==> src/rtl/cpu_defs.sv <==
// Shared datapath definitions: the common data width, divider state
// encodings and the quotient pattern reported for a zero divisor.
package cpu_defs;

  // Common operand width for the multiplier, divider and HI/LO write logic.
  localparam int DATA_WIDTH = 32;

  // Quotient reported when the divisor is zero.
  localparam logic [DATA_WIDTH-1:0] DIV_ZERO_QUOTIENT = '1;

  // Divider control states.
  typedef enum logic [1:0] {
    DIV_IDLE   = 2'd0,
    DIV_DIVIDE = 2'd1,
    DIV_FINISH = 2'd2
  } div_state_e;

endpackage

==> src/rtl/div_step.sv <==
// One restoring-division iteration: shift the next dividend bit into the
// partial remainder, then keep the difference only if the subtraction fits.
module div_step
  import cpu_defs::*;
#(
  parameter int WIDTH = DATA_WIDTH
) (
  input  logic [WIDTH-1:0] rem_i,
  input  logic             q_msb_i,
  input  logic [WIDTH-1:0] divisor_i,
  output logic [WIDTH-1:0] rem_o,
  output logic             q_bit_o
);

  logic [WIDTH:0]   shifted;
  logic             fits;
  logic [WIDTH-1:0] diff;

  // Trial subtraction; when it fits, the true difference is below the
  // divisor, so the low WIDTH bits of the wrapped subtraction are exact.
  always_comb begin
    shifted = {rem_i, q_msb_i};
    fits    = (shifted >= {1'b0, divisor_i});
    diff    = shifted[WIDTH-1:0] - divisor_i;
    if (fits) begin
      rem_o   = diff;
      q_bit_o = 1'b1;
    end else begin
      rem_o   = shifted[WIDTH-1:0];
      q_bit_o = 1'b0;
    end
  end

endmodule

==> src/rtl/divider.sv <==
// Sequential signed/unsigned divider. Quotient is reported on the LO path
// and remainder on the HI path; one result every WIDTH+2 cycles.
module divider
  import cpu_defs::*;
#(
  parameter int WIDTH = DATA_WIDTH
) (
  input  logic             clk,
  input  logic             reset,
  input  logic             start,
  input  logic             signed_op,
  input  logic [WIDTH-1:0] dividend,
  input  logic [WIDTH-1:0] divisor,
  output logic [WIDTH-1:0] quotient_lo,
  output logic [WIDTH-1:0] remainder_hi,
  output logic             busy,
  output logic             done,
  output logic             div_zero
);

  localparam int CNT_W = $clog2(WIDTH);
  localparam logic [CNT_W-1:0] LAST_COUNT = CNT_W'(WIDTH - 1);

  div_state_e       state_q, state_d;
  logic [CNT_W-1:0] count_q, count_d;
  logic [WIDTH-1:0] rem_q, rem_d;
  logic [WIDTH-1:0] quo_q, quo_d;
  logic [WIDTH-1:0] dsr_q, dsr_d;
  logic [WIDTH-1:0] orig_q, orig_d;
  logic             neg_quo_q, neg_quo_d;
  logic             neg_rem_q, neg_rem_d;
  logic             zero_q, zero_d;
  logic [WIDTH-1:0] quotient_lo_q, quotient_lo_d;
  logic [WIDTH-1:0] remainder_hi_q, remainder_hi_d;
  logic             busy_q, busy_d;
  logic             done_q, done_d;
  logic             div_zero_q, div_zero_d;

  logic [WIDTH-1:0] step_rem;
  logic             step_bit;

  // A single iteration unit, fed from the working registers every cycle.
  div_step #(.WIDTH(WIDTH)) u_step (
    .rem_i     (rem_q),
    .q_msb_i   (quo_q[WIDTH-1]),
    .divisor_i (dsr_q),
    .rem_o     (step_rem),
    .q_bit_o   (step_bit)
  );

  // Next-state logic: latch magnitudes in IDLE, iterate in DIVIDE, and
  // apply signs or the zero-divisor override in FINISH.
  always_comb begin
    state_d        = state_q;
    count_d        = count_q;
    rem_d          = rem_q;
    quo_d          = quo_q;
    dsr_d          = dsr_q;
    orig_d         = orig_q;
    neg_quo_d      = neg_quo_q;
    neg_rem_d      = neg_rem_q;
    zero_d         = zero_q;
    quotient_lo_d  = quotient_lo_q;
    remainder_hi_d = remainder_hi_q;
    busy_d         = busy_q;
    done_d         = 1'b0;
    div_zero_d     = div_zero_q;

    case (state_q)
      DIV_IDLE: begin
        if (start) begin
          state_d   = DIV_DIVIDE;
          busy_d    = 1'b1;
          count_d   = '0;
          rem_d     = '0;
          quo_d     = (signed_op && dividend[WIDTH-1]) ? ('0 - dividend) : dividend;
          dsr_d     = (signed_op && divisor[WIDTH-1]) ? ('0 - divisor) : divisor;
          orig_d    = dividend;
          neg_quo_d = signed_op & (dividend[WIDTH-1] ^ divisor[WIDTH-1]);
          neg_rem_d = signed_op & dividend[WIDTH-1];
          zero_d    = (divisor == '0);
        end
      end
      DIV_DIVIDE: begin
        rem_d = step_rem;
        quo_d = {quo_q[WIDTH-2:0], step_bit};
        if (count_q == LAST_COUNT) begin
          state_d = DIV_FINISH;
        end else begin
          count_d = count_q + CNT_W'(1);
        end
      end
      DIV_FINISH: begin
        state_d = DIV_IDLE;
        busy_d  = 1'b0;
        done_d  = 1'b1;
        count_d = '0;
        if (zero_q) begin
          quotient_lo_d  = WIDTH'(DIV_ZERO_QUOTIENT);
          remainder_hi_d = orig_q;
          div_zero_d     = 1'b1;
        end else begin
          quotient_lo_d  = neg_quo_q ? ('0 - quo_q) : quo_q;
          remainder_hi_d = neg_rem_q ? ('0 - rem_q) : rem_q;
          div_zero_d     = 1'b0;
        end
      end
      default: begin
        state_d = DIV_IDLE;
        busy_d  = 1'b0;
      end
    endcase
  end

  // State and result registers; reset abandons any division in flight.
  always_ff @(posedge clk or posedge reset) begin
    if (reset) begin
      state_q        <= DIV_IDLE;
      count_q        <= '0;
      rem_q          <= '0;
      quo_q          <= '0;
      dsr_q          <= '0;
      orig_q         <= '0;
      neg_quo_q      <= 1'b0;
      neg_rem_q      <= 1'b0;
      zero_q         <= 1'b0;
      quotient_lo_q  <= '0;
      remainder_hi_q <= '0;
      busy_q         <= 1'b0;
      done_q         <= 1'b0;
      div_zero_q     <= 1'b0;
    end else begin
      state_q        <= state_d;
      count_q        <= count_d;
      rem_q          <= rem_d;
      quo_q          <= quo_d;
      dsr_q          <= dsr_d;
      orig_q         <= orig_d;
      neg_quo_q      <= neg_quo_d;
      neg_rem_q      <= neg_rem_d;
      zero_q         <= zero_d;
      quotient_lo_q  <= quotient_lo_d;
      remainder_hi_q <= remainder_hi_d;
      busy_q         <= busy_d;
      done_q         <= done_d;
      div_zero_q     <= div_zero_d;
    end
  end

  assign quotient_lo  = quotient_lo_q;
  assign remainder_hi = remainder_hi_q;
  assign busy         = busy_q;
  assign done         = done_q;
  assign div_zero     = div_zero_q;

endmodule
==> config.mk <==
export PLATFORM = sky130hd
export DESIGN_NAME = divider
export DESIGN_NICKNAME = d
export VERILOG_FILES = /design/src/rtl/cpu_defs.sv /design/src/rtl/div_step.sv /design/src/rtl/divider.sv
export SDC_FILE = /design/constraint.sdc
export NUM_CORES = 1
export LEC_CHECK = 0
export ABC_CLOCK_PERIOD_IN_PS = 7900
export BUFFER_PORTS_ARGS = -buffer_cell sky130_fd_sc_hd__buf_2
export CAP_MARGIN = 10
export CORE_AREA = 3 3 193 195
export DETAILED_ROUTE_END_ITERATION = 16
export DIE_AREA = 0 0 196 198
export GPL_TIMING_DRIVEN = 0
export HOLD_SLACK_MARGIN = 0.08
export PLACE_DENSITY = 0.6
export RECOVER_POWER = 25
export SETUP_SLACK_MARGIN = 0.15
export SLEW_MARGIN = 30
export SYNTH_ARGS = -nofsm -noshare
export SYNTH_HDL_FRONTEND = slang
export SYNTH_SLANG_ARGS = --single-unit
==> constraint.sdc <==
create_clock -name clk -period 7.9 [get_ports clk]
set_clock_uncertainty 0.15 [all_clocks]
set_input_delay 0.79 -clock clk [delete_from_list [all_inputs] [get_ports clk]]
set_output_delay 0.79 -clock clk [all_outputs]
set_load 0.01 [all_outputs]
# Word level (Yosys, flattened, before mapping)

Cells that the tools add are included.

Flip-flop bits (word level): 205
Word-level logic and storage cells: 64
Latch bits: 0
ROM bits: 0
Output and inout port bits: 67
Memories: 0
Input port bits: 68
RAM bits: 0

Equality and inequality tests: 6
Reduce and logical (&&, ||, !) cells: 11
Bitwise logic cells: 4
Shift operators: 0
Magnitude comparators: 1
Div/mod/pow operators: 0
Multipliers: 0
Add/subtract/negate cells: 6
Mux-type cells: 22

Operators with widths:

| cell                                                | count |
|---|---|
| two-way mux 32 bit                                  | 9 |
| one-hot mux 32 bit (2 select lines)                 | 2 |
| subtractor 1 x 32 -> 32 bit, first input constant   | 4 |
| >= comparator 33 x 32 -> 1 bit                      | 1 |
| zero test 32 bit                                    | 1 |
| subtractor 32 bit                                   | 1 |
| one-hot mux 5 bit (3 select lines)                  | 1 |
| two-way mux 5 bit                                   | 2 |
| AND reduction 2 bit                                 | 4 |
| inequality test 2 bit, second input constant        | 3 |
| adder 5 x 1 -> 5 bit, second input constant         | 1 |
| equality test 5 bit, second input constant          | 1 |
| two-way mux 1 bit                                   | 4 |
| two-way mux 2 bit                                   | 2 |
| one-hot mux 2 bit (2 select lines)                  | 1 |
| AND reduction 3 bit                                 | 1 |
| nonzero test 3 bit                                  | 1 |
| AND 1 bit                                           | 2 |
| equality test 2 x 1 -> 1 bit, second input constant | 1 |
| equality test 2 bit, second input constant          | 1 |
| logical AND 1 bit                                   | 2 |
| zero test 2 bit                                     | 1 |
| one-hot mux 1 bit (2 select lines)                  | 1 |
| nonzero test 2 bit                                  | 1 |
| other kinds (2)                                     | 2 |

# Longest topological paths before layout

Depth after elaboration: 4
Mapped depth: 13
Depth with buffers taken out: 13

# Cells and area by module

A second synthesis with hierarchy kept.

Cell total of the unflattened synthesis: 1601
Area, all modules: 13256.5 sq um

Modules (own cells, without submodules):

| module   | cells an instance | instances | area each (sq um) | seq. area each (sq um) |
|---|---|---|---|---|
| divider  | 1251              | 1         | 10956.8           | 5129.9 |
| div_step | 350               | 1         | 2299.7            | 0.0 |

# Worst setup path after synthesis

OpenSTA, ideal clock, no wires.

Path type: register to register
Start: register rem_q[0]
End: register rem_q[19]
Arrival time: 2.880 ns
Setup time: 0.077 ns
Stages on the path, launching flop included: 11
Path slack: 4.792 ns
Path through: dfrtp_1 ha_1 nor2b_1 o31a_1 o31ai_1 a211oi_1 a31oi_1 o31a_1 clkbuf_1 a21oi_1 a21oi_1

Longest elaborated chain between the ends: 3

Ends and longest elaborated chain:

| what                                                                       | RTL line                       | source |
|---|---|---|
| start: declaration                                                         | divider.sv:26                  | `logic [WIDTH-1:0] rem_q, rem_d;` |
| start signal: assignment                                                   | divider.sv:135                 | `rem_q <= rem_d;` |
| subtractor 32 bit / >= comparator 33 x 32 -> 1 bit (equally long branches) | div_step.sv:24, div_step.sv:23 |  |
| two-way mux 32 bit *                                                       | div_step.sv:25                 | `if (fits) begin` |
| one-hot mux 32 bit (2 select lines) *                                      | divider.sv:69                  | `case (state_q)` |

Mark *: on every way between the ends. The rest lies on a longest branch, timed or not.
A chain may end at the register's enable or synchronous reset.

# Final worst setup path

Start: register quo_q[31]
End: register rem_q[30]

Longest elaborated chain between the ends: 3

Ends and longest elaborated chain:

| what                                                                       | RTL line                       | source |
|---|---|---|
| start: declaration                                                         | divider.sv:27                  | `logic [WIDTH-1:0] quo_q, quo_d;` |
| start signal: assignment                                                   | divider.sv:136                 | `quo_q <= quo_d;` |
| subtractor 32 bit / >= comparator 33 x 32 -> 1 bit (equally long branches) | div_step.sv:24, div_step.sv:23 |  |
| two-way mux 32 bit *                                                       | div_step.sv:25                 |  |
| one-hot mux 32 bit (2 select lines) *                                      | divider.sv:69                  |  |

Marked as above.

==> out/summary.txt <==
Post-Synthesis Cells - 1,468
Worst Hold Depth - 2
Hold Path Class - reg -> reg
Crit path arrival time - 4270 ps
Largest net degree at the start of global routing - 74
CTS tree - done
Routed wire length - 37,600 microns
Worst-skew pair later-pin latency - 540 ps
R2r worst-path depth - 13
Clk sinks - 205
Port-buffer cells - 134
IO Pins - 135
Ys Warns - 0
Post_cts resized - 0
RSZ-0062 raised after global routing - false
Seq/Total Area, Yosys - 41.3%
FF-to-FF Start - quo_q[31]$_DFFE_PP0P_
Total track usage - 18.8%
Pleak - 0.00650 uW
First drt pass iteration count - 5
Synth top area share - 41.3%
Die W - 196 microns
Post-route ant nets - 0
Setup Crit Path Kind - reg -> reg
Failing checks - max-capacitance violations, max-slew violations
Fin nets - 1,737
Min Clock Period, post-route - 4040 ps
First-pass GRT wire length - 59,000 microns
Critical Path End Type - register
Maximum vdd drop - 0.192 mV
CP Capture Point - rem_q[30]$_DFFE_PP0P_
Min-delay src - quotient_lo[0]$_DFFE_PP0P_
Post-synthesis register bit count - 205
Cts bufs inserted - 24
Ys flop type - dfrtp_1
Final slew viol count - 72
Crit path launch - quo_q[31]$_DFFE_PP0P_
Reg2reg end - rem_q[30]$_DFFE_PP0P_
Count of cell types in the netlist - 64
Vias per cell - 5.15
Worst-Margin Slew - 3390 ps
Layout cell share with drive strength beyond 1 - 12.1%
Gr ovfl total - 0
# Post-CTS Setup Buffers - 0
Syn Nets - 1,575
1st-iter DRT viols - 700
Fillers - 3,639
Number of cell rows - 69
Crit start category - register
Vias in the first global route - 10,696
DP Wirelength - 29,000 microns
Max Fanout on Critical Path - 5
Core Area - 35,600 sq um
Post-synth top cells - nand2_1, dfrtp_1, o21ai_0
Finished Core Util - 41.0%
Outcome - complete, but fails checks
Hold_buf cts - 0
Final Hold Viols - 0
Die area - 38,800 sq um
Die Height - 198 microns
Mapped Area - 12,400 sq um
Buffer depth of the longest clock path - 3
Max transition margin - -127%
Most area-consuming cells after synthesis - dfrtp_1, o21ai_0, nand2_1
Setup violators final - 0
Count leader, synth - nand2_1
P per Cell Area - 441 nW/um^2
Asr flop ratio synth - 100%
Post-Syn Area per Cell - 8.46 sq um
Max-Cap Viols - 1
Post-route setup slack - 3860 ps
Post-synth EDFFs - 0
H-tree depth - 1
Worst slack at placement - 3890 ps
Cell taking the most area after synthesis - dfrtp_1
DRC violations left - 0
Crit share post-route - 51.1%
Via count - 10,892
Routed WL per cell - 17.8 microns
Initial Util - 34.9%
Fmax - 0.248 GHz
R2r setup slk - 3860 ps
Clock Tree Root - clkbuf_16
Clock transition at the registers of the reported paths - 60 ps
Final GP Congestion - 0.901
Critical path required time - 8130 ps
Initial antenna violation count - 1
Area grow syn2layout - 17.5%
==> worst max-delay path, cell delays in order, from the launching register on <==
cell and delay, ps:
dfrtp_1 450, inv_1 200, ha_1 240, inv_1 70, fa_1 420, a211oi_1 320, o21ai_0 150, a21oi_1 420
o21ai_0 320, a211oi_1 510, o21ai_0 220, xor2_1 180, mux2i_1 140, o21ai_0 100
==> flip-flops by register name, summed over array words and instances (netlist names) <==
| name | cells |
|---|---|
| zero_q | 1 |
| div_zero | 1 |
| rem_q | 32 |
| neg_rem_q | 1 |
| count_q | 5 |
| orig_q | 32 |
| remainder_hi | 32 |
| neg_quo_q | 1 |
| state_q | 2 |
| quotient_lo | 32 |
| quo_q | 32 |
| dsr_q | 32 |
| done | 1 |
| busy | 1 |
==> layout make-up <==
| class | count | area [sq um] | area share [%] |
|---|---|---|---|
| Multi-Input combinational cell | 1136 | 6800 | 46.6 |
| Buffer | 76 | 300 | 2.06 |
| Timing Repair Buffer | 136 | 726 | 4.97 |
| Sequential cell | 205 | 5130 | 35.2 |
| Clock buffer | 36 | 726 | 4.97 |
| Clock inverter | 8 | 130 | 0.892 |
| Inverter | 51 | 193 | 1.32 |
| Antenna cell | 5 | 12.5 | 0.0857 |
| Tap cell | 461 | 577 | 3.95 |
==> cell usage in the layout (no fill, tap or decap), types with 18 or more instances in the layout <==
cell and count:
clkbuf_16 24, xnor2_1 50, inv_1 50, o31ai_1 24, nor2_1 104, dfrtp_1 205
buf_2 135, o21ai_0 190, ha_1 38, xor2_1 92, clkbuf_1 70, mux2i_1 18
a21oi_1 119, nand3_1 27, a22oi_1 35, nand2_1 236
==> through the flow <==
stage          hold WS (ps)  instances  TNS, ps  total power (uW)  cell area (sq um)
2_1_floorplan           288       1468        0              4280              12400
3_3_place_gp            299       2063  -221200              5160              13700
3_5_place_dp            302       2065        0              5230              13700
4_1_cts                 177       2109        0              6440              14600
5_1_grt                 344       2109        0              6990              14600
6_report                309       2114        0              6440              14600
==> kinds of logic (layout without fill, tap and decap cells) <==
| family | count (synthesis) | after routing | share of synthesized area (%) |
|---|---|---|---|
| AO/OA/AOI/OAI | 449 | 449 | 21.4 |
| XOR/XNOR | 142 | 142 | 10.0 |
| adder cells (fa/ha/maj) | 39 | 39 | 3.99 |
| buffers and inverters | 127 | 307 | 3.96 |
| flip-flops | 205 | 205 | 41.3 |
| multiplexers | 18 | 18 | 1.45 |
| other | 0 | 5 | 0 |
| AND/OR/NAND/NOR | 488 | 488 | 17.9 |
==> worst min-delay path by stage <==
stage | end | slack (ps)
global route | div_zero$_DFFE_PP0P_ | 340
floorplan | orig_q[28]$_DFFE_PP0P_ | 290
finish | quotient_lo[0]$_DFFE_PP0P_ | 310
global placement | quotient_lo[0]$_DFFE_PP0P_ | 300
CTS | quotient_lo[6]$_DFFE_PP0P_ | 180
detailed placement | quotient_lo[0]$_DFFE_PP0P_ | 300
==> metal layers <==
| metal | wire [microns] | track usage, % | vias up |
|---|---|---|---|
| li1 | - | - | 5471 |
| met1 | 17300 | 25.2 | 5135 |
| met2 | 17800 | 32.4 | 235 |
| met3 | 1650 | 2.33 | 51 |
| met4 | 870 | 4.70 | 0 |
| met5 | 0 | 0 | - |
==> report_power, final <==
group          leakage (uW)  total, uW  internal (uW)  switching (uW)
Clock              0.000423       1180            732             449
Sequential          0.00246       1920           1460             461
Combinational       0.00362       3340           1340            2000
Note: power is estimated with default switching activity, not from simulation.
